File: src/rtl/v30mz_pkg.sv
// Shared v30mz bus definitions: status codes, responder FSM states and the data value
// returned for cycles that have no memory behind them.
package v30mz_pkg;

    localparam logic [3:0]  BUS_IDLE          = 4'hF;
    localparam logic [3:0]  BUS_FETCH         = 4'h9;
    localparam logic [3:0]  BUS_MRD           = 4'hA;
    localparam logic [3:0]  BUS_MWR           = 4'hB;
    localparam logic [15:0] BUS_UNMAPPED_DATA = 16'hFFFF;

    typedef enum logic [2:0] {
        ST_IDLE    = 3'd0,
        ST_WAIT    = 3'd1,
        ST_ACCESS  = 3'd2,
        ST_CAPTURE = 3'd3,
        ST_RESP    = 3'd4,
        ST_RECOVER = 3'd5
    } resp_state_e;

    function automatic logic is_mem_read(input logic [3:0] status);
        return (status == BUS_FETCH) || (status == BUS_MRD);
    endfunction

endpackage

File: src/rtl/v30mz_bus_responder.sv
// Target end of the v30mz external bus: runs one memory cycle per accepted request,
// with programmable wait states and a single-cycle active-low readyb response.
module v30mz_bus_responder
    import v30mz_pkg::*;
#(
    parameter int WAIT_STATES = 0,
    parameter int MEM_AW      = 19
) (
    input  logic              clk,
    input  logic              reset,
    input  logic [3:0]        bus_status,
    input  logic [19:0]       address_in,
    input  logic [15:0]       wdata_in,
    input  logic              ubeb,
    output logic              readyb,
    output logic [15:0]       rdata_out,
    output logic [MEM_AW-1:0] mem_addr,
    output logic              mem_rd,
    output logic              mem_wr,
    output logic [1:0]        mem_be,
    output logic [15:0]       mem_wdata,
    input  logic [15:0]       mem_rdata,
    output logic [2:0]        state
);

    localparam logic [3:0] WAIT_INIT = (WAIT_STATES > 0) ? 4'(WAIT_STATES - 1) : 4'd0;

    resp_state_e       r_state;
    resp_state_e       w_state_next;
    logic [3:0]        r_wait_cnt;
    logic [3:0]        w_wait_cnt_next;
    logic [3:0]        r_status;
    logic              r_readyb;
    logic [15:0]       r_rdata;
    logic [MEM_AW-1:0] r_mem_addr;
    logic              r_mem_rd;
    logic              r_mem_wr;
    logic [1:0]        r_mem_be;
    logic [15:0]       r_mem_wdata;

    logic              w_accept;
    logic              w_enter_access;
    logic [3:0]        w_cmd_status;

    assign w_accept       = (r_state == ST_IDLE) && (bus_status != BUS_IDLE);
    // With zero wait states the strobe is decided on the accepting edge, before r_status exists.
    assign w_cmd_status   = (r_state == ST_IDLE) ? bus_status : r_status;
    assign w_enter_access = (w_state_next == ST_ACCESS);

    // Next-state and wait-counter logic.
    always_comb begin
        w_state_next    = r_state;
        w_wait_cnt_next = r_wait_cnt;
        case (r_state)
            ST_IDLE: begin
                if (bus_status != BUS_IDLE) begin
                    if (WAIT_STATES == 0) begin
                        w_state_next = ST_ACCESS;
                    end else begin
                        w_state_next    = ST_WAIT;
                        w_wait_cnt_next = WAIT_INIT;
                    end
                end else begin
                    w_state_next = ST_IDLE;
                end
            end
            ST_WAIT: begin
                // Core withdrawing its request before the access aborts with no side effects.
                if (bus_status == BUS_IDLE) begin
                    w_state_next    = ST_IDLE;
                    w_wait_cnt_next = 4'd0;
                end else if (r_wait_cnt == 4'd0) begin
                    w_state_next = ST_ACCESS;
                end else begin
                    w_wait_cnt_next = r_wait_cnt - 4'd1;
                end
            end
            ST_ACCESS:  w_state_next = ST_CAPTURE;
            ST_CAPTURE: w_state_next = ST_RESP;
            ST_RESP:    w_state_next = ST_RECOVER;
            ST_RECOVER: begin
                if (bus_status == BUS_IDLE) begin
                    w_state_next = ST_IDLE;
                end else begin
                    w_state_next = ST_RECOVER;
                end
            end
            default:    w_state_next = ST_IDLE;
        endcase
    end

    // State, request latches, memory strobes and response registers.
    always_ff @(posedge clk or negedge reset) begin
        if (!reset) begin
            r_state     <= ST_IDLE;
            r_wait_cnt  <= 4'd0;
            r_status    <= BUS_IDLE;
            r_readyb    <= 1'b1;
            r_rdata     <= BUS_UNMAPPED_DATA;
            r_mem_addr  <= '0;
            r_mem_rd    <= 1'b0;
            r_mem_wr    <= 1'b0;
            r_mem_be    <= 2'b00;
            r_mem_wdata <= 16'h0000;
        end else begin
            r_state    <= w_state_next;
            r_wait_cnt <= w_wait_cnt_next;
            if (w_accept) begin
                r_status    <= bus_status;
                r_mem_addr  <= address_in[MEM_AW:1];
                r_mem_wdata <= wdata_in;
                r_mem_be    <= (bus_status == BUS_MWR) ? {~ubeb, ~address_in[0]} : 2'b11;
            end
            r_mem_rd <= w_enter_access && is_mem_read(w_cmd_status);
            r_mem_wr <= w_enter_access && (w_cmd_status == BUS_MWR);
            r_readyb <= (r_state != ST_CAPTURE);
            // Writes leave the last read data on rdata_out untouched.
            if (r_state == ST_CAPTURE) begin
                if (is_mem_read(r_status)) begin
                    r_rdata <= mem_rdata;
                end else if (r_status != BUS_MWR) begin
                    r_rdata <= BUS_UNMAPPED_DATA;
                end
            end
        end
    end

    assign readyb    = r_readyb;
    assign rdata_out = r_rdata;
    assign mem_addr  = r_mem_addr;
    assign mem_rd    = r_mem_rd;
    assign mem_wr    = r_mem_wr;
    assign mem_be    = r_mem_be;
    assign mem_wdata = r_mem_wdata;
    assign state     = r_state;

endmodule

File: config.mk
export PLATFORM = sky130hd
export DESIGN_NAME = v30mz_bus_responder
export DESIGN_NICKNAME = d
export VERILOG_FILES = /design/src/rtl/v30mz_pkg.sv /design/src/rtl/v30mz_bus_responder.sv
export SDC_FILE = /design/constraint.sdc
export NUM_CORES = 1
export LEC_CHECK = 0
export CAP_MARGIN = 30
export CELL_PAD_IN_SITES_DETAIL_PLACEMENT = 2
export CELL_PAD_IN_SITES_GLOBAL_PLACEMENT = 2
export CORE_ASPECT_RATIO = 0.75
export CORE_MARGIN = 2
export CORE_UTILIZATION = 44
export DETAILED_ROUTE_END_ITERATION = 10
export DONT_BUFFER_PORTS = 1
export PLACE_DENSITY = 0.82
export SYNTH_ARGS = -nofsm -noshare
export SYNTH_HDL_FRONTEND = slang
export SYNTH_SLANG_ARGS = --single-unit
File: constraint.sdc
create_clock -name clk -period 3.9 [get_ports clk]
set_input_delay 0.585 -clock clk [delete_from_list [all_inputs] [get_ports clk]]
set_output_delay 0.585 -clock clk [all_outputs]
set_load 0.05 [all_outputs]
# [Yosys cells after proc, flatten, opt, wreduce, memory -nomap -nowiden]
# Cells that the tools add are included.
[classes] addsub=1 eq_ne=17 n_mux=11 n_bitwise=2 n_reduce_logical=10
[ops] op="two-way mux 16 bit" count=2
[ops] op="== test 4 bit, second input constant" count=7
[ops] op="case mux 3 bit (6 select lines)" count=1
[ops] op="two-way mux 4 bit" count=3
[ops] op="== test 3 x 2 -> 1 bit, second input constant" count=3
[ops] op="two-way mux 3 bit" count=3
[ops] op="inequality test 4 bit, second input constant" count=2
[ops] op="== test 3 bit, second input constant" count=2
[ops] op="zero test 4 bit" count=1
[ops] op="two-way mux 2 bit" count=2
[ops] op="AND reduction 2 bit" count=2
[ops] op="subtractor 4 x 1 -> 4 bit, second input constant" count=1
[ops] op="== test 3 x 1 -> 1 bit, second input constant" count=1
[ops] op="logical AND 1 bit" count=3
[ops] op="zero test 3 bit" count=1
[ops] op="inequality test 3 x 2 -> 1 bit, second input constant" count=1
[ops] op="logical OR 1 bit" count=2
[ops] op="inequality test 2 bit, second input constant" count=1
[ops] op="inverter 1 bit" count=2
[ops] op="nonzero test 2 bit" count=1
[word_totals] reg_bits=67 input_bits=59 output_inout_bits=59 elab_cells=51

# [Logic depth before layout (Yosys ltp)]
# Gate-level depths: netlist of run 1.
[logic_depth] word_depth=6 depth_mapped=5 mapped_depth_nobuf=5

# [Worst setup path after synthesis of run 1]
# OpenSTA, ideal clock, no wires.
[synth_path] path_kind="register -> register" start="reg r_state[0] (netlist: state[0])" end="reg r_mem_wdata[10] (netlist: mem_wdata[10])" setup_time_ns=0.125 t_arrival_ns=1.797 required_time_ns=3.775 slack_ns=1.979 path_stages_with_launch=6 path_buffers=2 period_less_slack_ns=1.921 cell_sequence="dfrtp_1 -> buf_6 -> or3_4 -> nor2_8 -> buf_6 -> mux2_2"
[synth_via] elab_chain_cells=2
[synth_lines] item="from (decl)" line_no="v30mz_bus_responder.sv:28" rtl="resp_state_e r_state;"
[synth_lines] item="from (signal assigned)" line_no="v30mz_bus_responder.sv:106" rtl="r_state <= w_state_next;"
[synth_lines] item="zero test 3 bit" line_no="v30mz_bus_responder.sv:45" rtl="assign w_accept = (r_state == ST_IDLE) && (bus_status != BUS_IDLE);"
[synth_lines] item="logical AND 1 bit" line_no="v30mz_bus_responder.sv:45"
[synth_lines] item="to (signal assigned)" line_no="v30mz_bus_responder.sv:111" rtl="r_mem_wdata <= wdata_in;"
[synth_lines] item="to (decl)" line_no="v30mz_bus_responder.sv:39" rtl="logic [15:0] r_mem_wdata;"
# Every way passes these cells.
# A chain may end at the register's enable or synchronous reset.

# [Worst setup path after layout of run 1]
[layout_path] start="reg r_state[0] (netlist: state[0])" end="reg r_mem_wdata[13] (netlist: mem_wdata[13])"
# Same word-level chain as after synthesis.

==> out/qor.yml, run 1 <==
maxCapViolations: 0
antenna_left: 0
cts_setup_buffers: 0
path_delay_family: "simple AND/OR/NAND/NOR gates"
io_buffers: 0
pre_cts_slack_ns: 1.50
syn-num-nets: 241
final.period_utilization: 0.617
crit_slowest_cell: "nor2_8"
grt_overflow_total: 0
cp_slowest_stage_delay_ns: 0.67
final_cell_mix: "46 x dfrtp_1, 30 x mux2_4, 21 x dfstp_2"
post_dp_cell_area_um2: 2850
hold_viol_final: 0
drt-total-wl_um: 6550
post_cts_resized: 0
rsz0062_at_grt: "no"
drtIter0Drc: 24
syn_area_per_cell_um2: 15.7
die_x_um: 96.7
dr_total_vias: 1598
tritoncts: "yes"
clk_pin_slew_ns: 0.07
setup_ws_ns: 1.49
min_period_ns: 2.41
synth-seq-cells: 67
drv_slew: 0
final_cell_area_um2: 3100
cp-start-kind: "register"
nFillCells: 584
syn_to_final_growth_pct: 9.23
hpwlAfterDp_um: 4570
drive_gt1_frac: 0.397
grt_max_degree: 47
fin_skew_ns: 0.00742
yosys-top-cells-area: "dfrtp_1 41%, dfstp_2 19%, mux2_4 16%"
cp.required_ns: 4.13
syn_inst: 180
worstSkewPairLatency_ns: 0.34
met1Wirelength_um: 2490
seq_area_frac_synth: 0.601
synth-edff-count: 0
slew_headroom: 0.426
cts_made_buffers: 9
crit_fanout: 41
die_y_um: 73.5
drc: 0
async_flop_share: 1.00
hp-class: "primary input to asynchronous set/reset pin"
synth_area_um2: 2830
hold_buffers: 1
top_layer: "met4"
cts_num_sinks: 67
critPathBufInv: 0
fp.coreArea_um2: 6260
wl_met3_um: 566
gp_congestion: 0.775
place_inst: 253
synthFlopType: "dfrtp_1"
yosysTopAreaCell: "dfrtp_1"
yosys_warnings: 0
cts_root_buf: "clkbuf_8"
wl_per_cell_um: 24.2
drtPass1Iterations: 4
vias_per_cell: 5.92
end_kind: "register"
htree_num_levels: 3
die_area_um2: 7110
ios: 118
clockBufferDepth: 2
fmax_mhz: 416
route.met2.wl_um: 3320
grt_pass1_wl_um: 10300
diodes: 0
yosysTopAreaCellShare: 0.406
fin_setup_tns_ns: 0
tightest_slew_ns: 0.861
grt_usage: 0.192
num_rows: 25
arrival_ns: 2.64
critical_path_class: "register to register"
layoutNonFillerInstCount: 270
initial_core_util: 0.453
cp_cell_sequence: "or3_4 -> nor2_8 -> mux2_2"
nets: 245
grt_pass1_vias: 1782
antenna_found_initial: 0
setup-violations-final: 0
yosysUniqueCellTypes: 41
layout_commonest_cell: "dfrtp_1"
status: "finished clean"
registers in the layout, indices dropped and copies added (netlist names):
signal,flops
mem_be,2
r_wait_cnt,4
mem_addr,19
mem_rd,1
r_status,4
mem_wdata,16
readyb,1
state,3
mem_wr,1
rdata_out,16
cell families after synthesis:
logic type	synth area share
flops	0.601
mux	0.186
compound gates	0.105
simple gates	0.0596
buf+inv	0.0331
xor+xnor	0.00618
fa+ha+maj	0.00883
cell type report:
cell class / count / area [um2] / share of cell area
Sequential cell: 67 / 1700 / 0.550
Clock buffer: 9 / 124 / 0.0400
Tap cell: 81 / 101 / 0.0327
Inverter: 3 / 11.3 / 0.00364
Timing Repair Buffer: 1 / 27.5 / 0.00889
Multi-Input combinational cell: 102 / 1040 / 0.335
Clock inverter: 7 / 91.3 / 0.0295
path summary, 6_finish.rpt:
check | startpoint | end | slack [ns] | depth (start not counted)
worst max-delay path | state[0]$_DFF_PN0_ | mem_wdata[13]$_DFFE_PN0P_ | 1.49 | 3
worst min-delay path | reset | rdata_out[11]$_DFFE_PN1P_ | 0.09 | 0
worst max register to register | state[0]$_DFF_PN0_ | mem_wdata[13]$_DFFE_PN0P_ | 1.49 | 3
worst min register to register | r_wait_cnt[0]$_DFFE_PN0P_ | r_wait_cnt[0]$_DFFE_PN0P_ | 0.52 | 1
max in group asynchronous | reset | state[0]$_DFF_PN0_ | 3.58 | 1
min in group clk | ubeb | mem_be[1]$_DFFE_PN0P_ | 0.33 | 1
synthesized netlist by cell type (all sizes together) (2+ instances only):
master / instances
mux2: 36
and4: 2
buf: 8
nand3b: 3
o21ai: 3
dfrtp: 46
nand3: 3
nor3: 3
a31oi: 2
nand2: 2
nor2: 4
nor3b: 2
ha: 2
nand4: 2
o22a: 19
dfstp: 21
a2bb2oi: 2
inv: 3
metrics by stage:
| step | utilization | hold slack [ns] |
|---|---|---|
| 2_1_floorplan | - | 0.289 |
| 5_1_grt | 0.495 | 0.0592 |
| 6_report | 0.495 | 0.0895 |
| 4_1_cts | 0.495 | 0.0683 |
| 3_3_place_gp | 0.456 | 0.291 |
| 3_5_place_dp | 0.456 | 0.291 |
routing by layer:
layer,vias to the layer above,global-route usage
li1,676,-
met1,820,0.221
met2,87,0.311
met3,15,0.0866
met4,0,0.0908
met5,-,0
worst register-to-register path, stage by stage (launching register included):
cell,delay [ns]
dfrtp_1,0.65
or3_4,0.55
nor2_8,0.67
mux2_2,0.43
Power of run 1 is left out: the tool's default activity adds up to more than one toggle a clock period on the data nets, which glitch-free logic cannot reach.
==> run 2, diff against run 1 <==
--- a/config.mk
+++ b/config.mk
@@ -10,10 +10,10 @@
 export CELL_PAD_IN_SITES_GLOBAL_PLACEMENT = 2
 export CORE_ASPECT_RATIO = 0.75
 export CORE_MARGIN = 2
-export CORE_UTILIZATION = 44
+export CORE_UTILIZATION = 37
 export DETAILED_ROUTE_END_ITERATION = 10
 export DONT_BUFFER_PORTS = 1
-export PLACE_DENSITY = 0.82
+export PLACE_DENSITY = 0.74
 export SYNTH_ARGS = -nofsm -noshare
 export SYNTH_HDL_FRONTEND = slang
 export SYNTH_SLANG_ARGS = --single-unit
==> constraint.sdc (replaced) <==
create_clock -name clk -period 2 [get_ports clk]
set_input_delay 0.3 -clock clk [delete_from_list [all_inputs] [get_ports clk]]
set_output_delay 0.3 -clock clk [all_outputs]
set_load 0.05 [all_outputs]
==> out/qor.yml, run 2 (synthesized netlist as in run 1, its figures left out) <==
slew_headroom: 0.584
nFillCells: 707
grt_pass1_wl_um: 10400
final_cell_area_um2: 3230
drc: 0
die_area_um2: 8380
tightest_slew_ns: 0.622
crit_fanout: 16
nets: 254
grt_max_degree: 68
gp_congestion: 0.767
drtPass1Iterations: 4
min_period_ns: 1.82
clockBufferDepth: 2
cts_root_buf: "clkbuf_8"
layout_commonest_cell: "dfrtp_1"
largest_register_ffs: 19
num_rows: 27
hpwlAfterDp_um: 4680
post_cts_resized: 0
syn_to_final_growth_pct: 13.9
io_buffers: 0
dr_total_vias: 1638
status: "finished clean"
cp_cell_sequence: "nor2b_1 -> nand3b_1 -> o22a_1"
crit_slowest_cell: "dfstp_2"
setup-violations-final: 0
clk_pin_slew_ns: 0.07
antenna_left: 0
end_kind: "register"
die_x_um: 105
final.period_utilization: 0.908
vias_per_cell: 5.48
cp-start-kind: "register"
tritoncts: "yes"
htree_num_levels: 3
cts_made_buffers: 9
rsz0062_at_grt: "no"
fin_setup_tns_ns: 0
cts_setup_buffers: 0
path_delay_family: "simple AND/OR/NAND/NOR gates"
ios: 118
grt_usage: 0.163
post_dp_cell_area_um2: 2950
cp_slowest_stage_delay_ns: 0.53
hold_ws_ns: 0.0462
initial_core_util: 0.383
wl_per_cell_um: 21.5
grt_overflow_total: 0
fmax_mhz: 550
cp.required_ns: 2.26
hold_buffers: 2
diodes: 0
hold_viol_final: 0
critPathBufInv: 0
arrival_ns: 2.08
worstSkewPairLatency_ns: 0.34
drv_slew: 0
drive_gt1_frac: 0.419
critical_path_class: "register to register"
drtIter0Drc: 60
drt-total-wl_um: 6440
grt_pass1_vias: 1850
die_y_um: 79.8
final_cell_mix: "46 x dfrtp_1, 30 x mux2_4, 21 x dfstp_2"
antenna_found_initial: 0
fin_skew_ns: 0.00957
fp.coreArea_um2: 7400
maxCapViolations: 0
hp-class: "primary input to register"
cts_num_sinks: 67
[run 2: layout make-up]
| cell class | count | area, um2 | share of cell area |
|---|---|---|---|
| repair buffers | 10 | 110 | 0.0341 |
| flip-flops and latches | 67 | 1700 | 0.528 |
| multi-input cells | 102 | 1040 | 0.321 |
| clock buffers | 10 | 128 | 0.0395 |
| clock inverters | 6 | 113 | 0.0349 |
| inverters | 3 | 11.3 | 0.00349 |
| well taps | 101 | 126 | 0.0391 |
[run 2: per-layer routing]
| metal | track usage | part of all wire | routed length [um] |
|---|---|---|---|
| met5 | 0 | 0 | 0 |
| met4 | 0.0667 | 0.012 | 75 |
| met3 | 0.0637 | 0.076 | 487 |
| met2 | 0.284 | 0.52 | 3370 |
| met1 | 0.179 | 0.39 | 2510 |
[run 2: metrics by stage]
stage,setup slack [ns],util,instances
2_1_floorplan,0.0786,-,180
3_3_place_gp,0.316,0.399,281
3_5_place_dp,0.163,0.399,281
4_1_cts,0.163,0.436,299
5_1_grt,0.0430,0.436,299
6_report,0.183,0.436,299
[run 2: worst paths after layout]
| kind | from | endpoint | slack, ns | cells past startpoint |
|---|---|---|---|---|
| max in group asynchronous | reset | rdata_out[4]$_DFFE_PN1P_ | 1.19 | 2 |
| min in group asynchronous | reset | mem_addr[1]$_DFFE_PN0P_ | 0.49 | 2 |
| max | r_status[3]$_DFFE_PN1P_ | rdata_out[12]$_DFFE_PN1P_ | 0.18 | 3 |
| min | ubeb | mem_be[1]$_DFFE_PN0P_ | 0.05 | 1 |
| max reg2reg | r_status[3]$_DFFE_PN1P_ | rdata_out[12]$_DFFE_PN1P_ | 0.18 | 3 |
| min reg2reg | r_status[2]$_DFFE_PN1P_ | r_status[2]$_DFFE_PN1P_ | 0.53 | 1 |
[run 2: worst register-to-register path, stage by stage, from the launching register on]
cell      delay, ns
dfstp_2        0.53
nor2b_1        0.33
nand3b_1       0.53
o22a_1         0.37
Power of run 2 is left out for the same reason.
==> run 3, diff against run 2 <==
--- a/config.mk
+++ b/config.mk
@@ -5,7 +5,7 @@
 export SDC_FILE = /design/constraint.sdc
 export NUM_CORES = 1
 export LEC_CHECK = 0
-export CAP_MARGIN = 30
+export CAP_MARGIN = 40
 export CELL_PAD_IN_SITES_DETAIL_PLACEMENT = 2
 export CELL_PAD_IN_SITES_GLOBAL_PLACEMENT = 2
 export CORE_ASPECT_RATIO = 0.75
@@ -13,7 +13,7 @@
 export CORE_UTILIZATION = 37
 export DETAILED_ROUTE_END_ITERATION = 10
 export DONT_BUFFER_PORTS = 1
-export PLACE_DENSITY = 0.74
+export PLACE_DENSITY = 0.8
 export SYNTH_ARGS = -nofsm -noshare
 export SYNTH_HDL_FRONTEND = slang
 export SYNTH_SLANG_ARGS = --single-unit
==> out/qor.yml, run 3 (synthesized netlist as in run 1, its figures left out) <==
status: "finished clean"
cts_setup_buffers: 0
grt_overflow_total: 0
setup-violations-final: 0
arrival_ns: 1.90
maxCapViolations: 0
drv_slew: 0
final.period_utilization: 0.861
worstSkewPairLatency_ns: 0.34
cts_root_buf: "clkbuf_8"
antenna_left: 0
crit_fanout: 3
grt_busiest_layer: "met2"
min_period_ns: 1.72
fmax_mhz: 581
num_rows: 27
drc: 0
grt_usage: 0.159
cp-start-kind: "register"
drtPass1Iterations: 4
cts_num_sinks: 67
fin_util: 0.436
met1_usage: 0.178
hold_ws_ns: 0.0371
post_dp_cell_area_um2: 2990
vias_per_cell: 5.31
met2_usage: 0.258
clk_pin_slew_ns: 0.08
drive_gt1_frac: 0.436
fp.coreArea_um2: 7400
clockBufferDepth: 2
tightest_slew_ns: 0.510
dr_total_vias: 1610
hp-class: "primary input to register"
hold_viol_final: 0
fin_setup_tns_ns: 0
fin_skew_ns: 0.0167
syn_to_final_growth_pct: 14.0
nets: 258
die_y_um: 79.8
final_cell_mix: "46 x dfrtp_1, 30 x mux2_4, 21 x dfstp_2"
r2r_slack_ns: 0.28
drt-total-wl_um: 6300
slew_headroom: 0.660
rsz0062_at_grt: "no"
diodes: 0
critPathBufInv: 1
crit_slowest_cell: "a221oi_1"
die_x_um: 105
die_area_um2: 8380
end_kind: "register"
cp.required_ns: 2.18
cp_slowest_stage_delay_ns: 0.48
drtIter0Drc: 47
layout_commonest_cell: "dfrtp_1"
critical_path_class: "register to register"
use_met3: 0.0898
cts_made_buffers: 9
htree_num_levels: 3
grt_pass1_wl_um: 10000
largest_register_ffs: 19
grt_max_degree: 68
wl_per_cell_um: 20.8
path_delay_family: "compound AO/OA/AOI/OAI gates"
antenna_found_initial: 0
hpwlAfterDp_um: 4530
cp_cell_sequence: "inv_1 -> ha_1 -> nor3b_1 -> nand4_1 -> a221oi_1"
final_cell_area_um2: 3230
tritoncts: "yes"
gp_congestion: 0.716
initial_core_util: 0.383
io_buffers: 0
ios: 118
grt_pass1_vias: 1851
## run 3: layout make-up
cell class | instances | area, um2
clock inverter | 7 | 75.1
inverter | 3 | 11.3
tap | 101 | 126
clock buffer | 9 | 124
fill | 710 | 4170
multi-input combinational | 102 | 1040
timing repair buffer | 14 | 153
sequential | 67 | 1700
## run 3: worst reg2reg max path: stages, from the launching register on
cell	delay (ns)
dfrtp_1	0.41
inv_1	0.09
ha_1	0.19
nor3b_1	0.25
nand4_1	0.15
a221oi_1	0.48
## run 3: path summary, 6_finish.rpt
check                                           from                        end  cells after the start
setup / recovery           r_wait_cnt[0]$_DFFE_PN0P_           mem_rd$_DFF_PN0_                      5
setup reg to reg           r_wait_cnt[0]$_DFFE_PN0P_           mem_rd$_DFF_PN0_                      5
hold reg to reg            r_wait_cnt[0]$_DFFE_PN0P_  r_wait_cnt[0]$_DFFE_PN0P_                      1
min in group asynchronous                      reset    mem_addr[0]$_DFFE_PN0P_                      2
max in group asynchronous                      reset    r_status[3]$_DFFE_PN1P_                      2
hold / removal                         address_in[0]      mem_be[0]$_DFFE_PN0P_                      1
## run 3: routing by layer
layer | vias up | routed length [um]
met5 | - | 0
met1 | 810 | 2610
met3 | 9 | 720
met4 | 0 | 73
met2 | 88 | 2890
li1 | 703 | -
## run 3: what timing repair did
action,in CTS,in global routing
hold buffers,2,0
gates resized for setup,0,0
hold endpoints to repair,67,0
## run 3: metrics by stage
step	setup slack (ns)	std cells
after floorplan	0.0786	180
after global placement	0.375	285
after detailed placement	0.297	285
after CTS	0.265	303
after global routing	0.149	303
final	0.279	303
Power of run 3 is left out for the same reason.
